==> src/rtl/prescaled_counter.sv <==
// Prescaled up/down/one-shot counter with IDLE/RUN/DONE control FSM.
// All state lives in clk1-domain registers and is cleared by a synchronous, active-high reset.
module prescaled_counter #(
    parameter int WIDTH   = 32,
    parameter int LED_N   = 4,
    parameter int PRESC_W = 8
) (
    input  logic               clk1,
    input  logic               rst,
    input  logic               en,
    input  logic [1:0]         mode,
    input  logic [PRESC_W-1:0] presc,
    input  logic [WIDTH-1:0]   limit,
    input  logic               load,
    input  logic [WIDTH-1:0]   load_val,
    output logic [WIDTH-1:0]   cnt,
    output logic [LED_N-1:0]   led,
    output logic               tick,
    output logic               tc,
    output logic               done,
    output logic               busy
);

    typedef enum logic [1:0] {S_IDLE, S_RUN, S_DONE} state_t;

    localparam logic [1:0] M_UP      = 2'b00;
    localparam logic [1:0] M_DOWN    = 2'b01;
    localparam logic [1:0] M_ONESHOT = 2'b10;
    localparam logic [1:0] M_HOLD    = 2'b11;

    state_t             state, state_nx;
    logic [PRESC_W-1:0] pcnt, pcnt_nx;
    logic [WIDTH-1:0]   cnt_nx, cnt_step;
    logic               tick_nx, tc_nx, done_nx;

    always_comb begin
        // NOTE: every target gets a default first, so no path can infer a latch.
        state_nx = state;
        cnt_nx   = cnt;
        pcnt_nx  = pcnt;
        tick_nx  = 1'b0;
        tc_nx    = 1'b0;
        done_nx  = done;
        cnt_step = (mode == M_DOWN) ? cnt - WIDTH'(1) : cnt + WIDTH'(1);

        if (load) begin
            cnt_nx   = load_val;
            pcnt_nx  = '0;
            done_nx  = 1'b0;
            state_nx = en ? S_RUN : S_IDLE;
        end else begin
            case (state)
                S_IDLE: begin
                    if (en && mode != M_HOLD)
                        state_nx = S_RUN;
                end
                S_RUN: begin
                    if (!en || mode == M_HOLD) begin
                        state_nx = S_IDLE;
                    end else if (pcnt >= presc) begin
                        // Counter advances on the same edge that registers tick.
                        pcnt_nx = '0;
                        tick_nx = 1'b1;
                        cnt_nx  = cnt_step;
                        case (mode)
                            M_UP:    tc_nx = (cnt_step == '0);
                            M_DOWN:  tc_nx = &cnt_step;
                            M_ONESHOT: begin
                                if (cnt_step == limit) begin
                                    tc_nx    = 1'b1;
                                    done_nx  = 1'b1;
                                    state_nx = S_DONE;
                                end
                            end
                            default: ;
                        endcase
                    end else begin
                        pcnt_nx = pcnt + PRESC_W'(1);
                    end
                end
                S_DONE: begin
                    if (mode != M_ONESHOT) begin
                        done_nx  = 1'b0;
                        state_nx = (en && mode != M_HOLD) ? S_RUN : S_IDLE;
                    end
                end
                default: state_nx = S_IDLE;
            endcase
        end
    end

    always_ff @(posedge clk1) begin
        // NOTE: sequential state uses non-blocking assignments so all registers update together.
        if (rst) begin
            state <= S_IDLE;
            cnt   <= '0;
            pcnt  <= '0;
            tick  <= 1'b0;
            tc    <= 1'b0;
            done  <= 1'b0;
        end else begin
            state <= state_nx;
            cnt   <= cnt_nx;
            pcnt  <= pcnt_nx;
            tick  <= tick_nx;
            tc    <= tc_nx;
            done  <= done_nx;
        end
    end

    assign led  = cnt[WIDTH-1 -: LED_N];
    assign busy = (state == S_RUN);

endmodule
==> config.mk <==
export PLATFORM = sky130hd
export DESIGN_NAME = prescaled_counter
export DESIGN_NICKNAME = d
export VERILOG_FILES = /design/src/rtl/prescaled_counter.sv
export SDC_FILE = /design/constraint.sdc
export NUM_CORES = 1
export LEC_CHECK = 0
export ABC_AREA = 1
export CAP_MARGIN = 0
export CORE_MARGIN = 3
export CORE_UTILIZATION = 53
export DETAILED_ROUTE_END_ITERATION = 10
export GPL_TIMING_DRIVEN = 1
export PLACE_DENSITY = 0.83
export SLEW_MARGIN = 20
export SYNTH_ARGS = -nofsm -noshare
export SYNTH_HDL_FRONTEND = slang
export SYNTH_SLANG_ARGS = --single-unit
==> constraint.sdc <==
create_clock -name clk1 -period 4.1 [get_ports clk1]
set_input_delay 1.23 -clock clk1 [delete_from_list [all_inputs] [get_ports clk1]]
set_output_delay 1.23 -clock clk1 [all_outputs]
set_load 0.03 [all_outputs]
==> metrics.md <==
| Metric | Value |
|---|---|
| Mapped Nets | `1,162` |
| Diodes inserted | `0` |
| CP max FO | `46` |
| Final hold slack | `0.474 ns` |
| Critical path type | `input pin to flop` |
| Seq/Total Area, Yosys | `16.2%` |
| TNS Setup | `0 ns` |
| CTS tree | `done` |
| Arr. time, crit path | `3.95 ns` |
| Pleak | `4.08 nW` |
| Storage element area | `approximately 900 um^2` |
| Die Span Y | `approximately 110 um` |
| CTS clk-pin slew, worst paths | `about 0.09 ns` |
| Setup ws final | `0.388 ns` |
| Placed inst area | `7820 um^2` |
| Largest family of logic cells by synthesized area | `simple AND/OR/NAND/NOR gates` |
| Status | `complete, no violations` |
| Fmax | `approximately 0.27 GHz` |
| Peak supply drop | `0.000162 V` |
| Fillers | `816` |
| Dpl hpwl | `roughly 18,000 um` |
| Finished Layout Cells | `1,442` |
| Most used DFF post-synth | `dfxtp_1` |
| CP Capture Type | `flop` |
| Post-route ant nets | `0` |
| Gr usage total | `between 30% and 40%` |
| Multi-input gate area | `~3900 um^2` |
| R2R setup slack | `1.20 ns` |
| Via-to-Cell Ratio | `~5.4` |
| Netlist Area Pre-Place | `roughly 5600 um^2` |
| PD cells | `200 nW/um^2` |
| Max-slew violation count | `0` |
| Warnings, synthesis | `0` |
| Bufs and invs on worst path | `4` |
| R2R cell count | `24` |
| Die area | `11,800 um^2` |
| Slew margin rel. | `67.3%` |
| Post-Place Worst Slack | `-0.302 ns` |
| Top post-synthesis cells by area | `nand2_1 29%, dfxtp_1 16%, inv_1 11%` |
| IO Pins | `between 100 and 150` |
| Maximum clock path buffer count | `2` |
| Layout cells sized above 1 | `14.1%` |
| Non-Filler Cell Area, Final | `7950 um^2` |
| RSZ-0062 raised after global routing | `no` |
| Delay of the slowest critical-path stage | `0.34 ns` |
| Total routed wirelength | `21,000 um` |
| Commonest cells post-synth | `430 x nand2_1, 162 x inv_1, 97 x nor2_1` |
| Post-synthesis async set-or-reset flop share | `0%` |
| Placeable Area | `around 10000 um^2` |
| I/O Buffers | `117` |
| Post-synthesis mux area share | `0%` |
| GR Overflow Total | `0` |
| Residual DRC count | `0` |
| Nets | `approximately 1,400` |
| Largest net degree at the start of global routing | `between 40 and 50` |
| Max_cap viols | `0` |
| Yosys top cell area share | `29.0%` |
| Sink Count | `between 40 and 50` |
| Global-route wire length before repair | `32,800 um` |
| #FFs+latches synth | `45` |
| Post-Place Cells | `1,434` |
| Post-synthesis compound-gate area fraction | `11.8%` |
| Min-delay worst type | `flop to flop` |
| Xor/xnor cell area share of the yosys netlist | `1.68%` |
| Total power | `~1.6 mW` |
| Synth-to-layout area growth | `42.7%` |
| Unique masters post-synth | `40` |
| Avg WL per Cell | `around 15 um` |
| Placement Rows | `36` |
| Post-synth EDFFs | `0` |
| CP endpoint | `tc$_SDFF_PP0_` |
| Root buf cell | `clkbuf_8` |
| Min Clock Period, post-route | `3.71 ns` |
| Worst r2r src | `cnt[1]$_SDFFE_PP0P_` |
| Die X | `109 um` |
| Vias | `7,719` |
| Simple-gate area share of the yosys netlist | `between 50% and 60%` |
| Initial Util | `roughly 56%` |
| Cells after synthesis | `between 1,000 and 1,500` |
| DRT iter0 DRCs | `754` |
| Most used cell, CP | `nand2_1` |
| Clock latency on the worst-skew pair | `0.30 ns` |
| Cts bufs inserted | `5` |
| Area share of fa/ha/maj cells after synthesis | `under 10%` |
| DR pass1 iterations | `7` |
| Reg2reg end | `state[1]$_SDFFE_PP0P_` |
| Initial antenna violation count | `0` |
| Tcrit/Tclk final | `90.5%` |
| CP top delay family | `simple AND/OR/NAND/NOR gates` |
| Post-Route Utilization | `79.5%` |
| CP required | `approximately 4.3 ns` |
| Routability Congestion | `1.04` |
| Area leader, netlist | `nand2_1` |
| WP depth | `20` |
| Hold Vio Cnt, Final | `0` |
| Final setup violation count | `0` |
| Most common cell in the netlist | `nand2_1` |
| Slowest CP cell | `nor4_1` |
| Clk_skew | `~0.0084 ns` |
| Avg Cell Area, Syn | `5.20 um^2` |
| Worst-margin pin slew | `slightly below 0.5 ns` |
| Worst path cell trace | `dlymetal6s2s_1, nand2_2, buf_12, nand2_1, nand2_1, nor2_1, nand3_1, nand2_1, nand2_1, nand2_1, nand2_1, nand2_1, inv_1, nor4_1, nand4_1, nor2_1, nand3_1, nand2_1, inv_1, a21oi_1` |
| Crit path from | `mode[0]` |
| CP Launch Type | `input pin` |
| Number of global-route vias before repair | `6,617` |
| H-tree lvl count | `2` |
## flip-flops by register name (all words and copies together) (netlist names)
name / flops
tc: 1
tick: 1
state: 2
cnt: 32
pcnt: 8
done: 1
## where the power goes
group	total (mW)	internal [mW]	switching (mW)
clock	0.282	0.121	0.161
sequential	0.478	0.456	0.0230
combinational	0.831	0.370	0.462
## worst min path at each step
| stage | end | cells after the start | startpoint | slack [ns] |
|---|---|---|---|---|
| after floorplan | pcnt[0]$_SDFFE_PP0P_ | 2 | pcnt[0]$_SDFFE_PP0P_ | 0.47 |
| after global placement | done$_SDFFE_PP0P_ | 2 | done$_SDFFE_PP0P_ | 0.44 |
| after detailed placement | done$_SDFFE_PP0P_ | 2 | done$_SDFFE_PP0P_ | 0.45 |
| after CTS | done$_SDFFE_PP0P_ | 2 | done$_SDFFE_PP0P_ | 0.46 |
| after global routing | done$_SDFFE_PP0P_ | 2 | done$_SDFFE_PP0P_ | 0.50 |
| final | done$_SDFFE_PP0P_ | 2 | done$_SDFFE_PP0P_ | 0.47 |
## timing repair
item | 4_1_cts | 5_1_grt
setup buffers | 0 | 0
resized for setup | 1 | 14
hold buffers | 0 | 0
pin swaps | 0 | 1
endpoints found under the setup margin | 1 | 5
## cells by family (layout without fill, tap and decap cells)
family          Yosys count  after routing
fa+ha+maj                12             12
buf+inv                 199            436
xor+xnor                  9              9
flops                    45             45
compound gates          105            105
simple gates            702            702
## per-layer routing
layer,wire (um),part of all wire [%],vias up,track usage (%)
met4,376,1.8,0,7.21
met1,9820,47,3400,53.6
met5,0,0,-,0
met2,8410,40,384,51.0
li1,-,-,3901,-
met3,2440,12,34,7.64
## tightest hold or removal path, stage by stage (launching register included)
cell,delay [ns]
dfxtp_1,0.32
inv_1,0.07
a21oi_2,0.05
## placed cells by master (no fill, tap or decap), types with 2 or more instances in the layout
cell type        count
a21oi_2              3
clkinv_1             3
nand3_2              2
buf_4              135
dlymetal6s2s_1       2
nor3_1              12
nor3_2               3
nand2_2             18
inv_1              162
dfxtp_1             45
o21ai_1              2
a21oi_1             33
clkbuf_8             5
nor2_1              96
o21ai_0             16
clkdlybuf4s50_1    115
a41oi_1             15
nand3b_1            12
nand4_1             23
nand2_4              2
buf_12               2
nand3_1             94
o211ai_1             2
nor2_2               4
inv_2                9
nand2_1            425
a31oi_1             21
o221ai_1             6
xor2_1               7
o2111ai_1            2
nor3b_1              4
clkbuf_1             2
nor4_1               4
ha_1                12
## area by class of cell
cell class,count,area share [%]
Multi-Input combinational cell,828,49.3
Timing Repair Buffer,254,28.0
Sequential cell,45,11.3
Inverter,174,8.21
Tap cell,133,2.09
Clock buffer,7,0.960
Clock inverter,1,0.0944
Note: power is estimated with default switching activity, not from simulation.
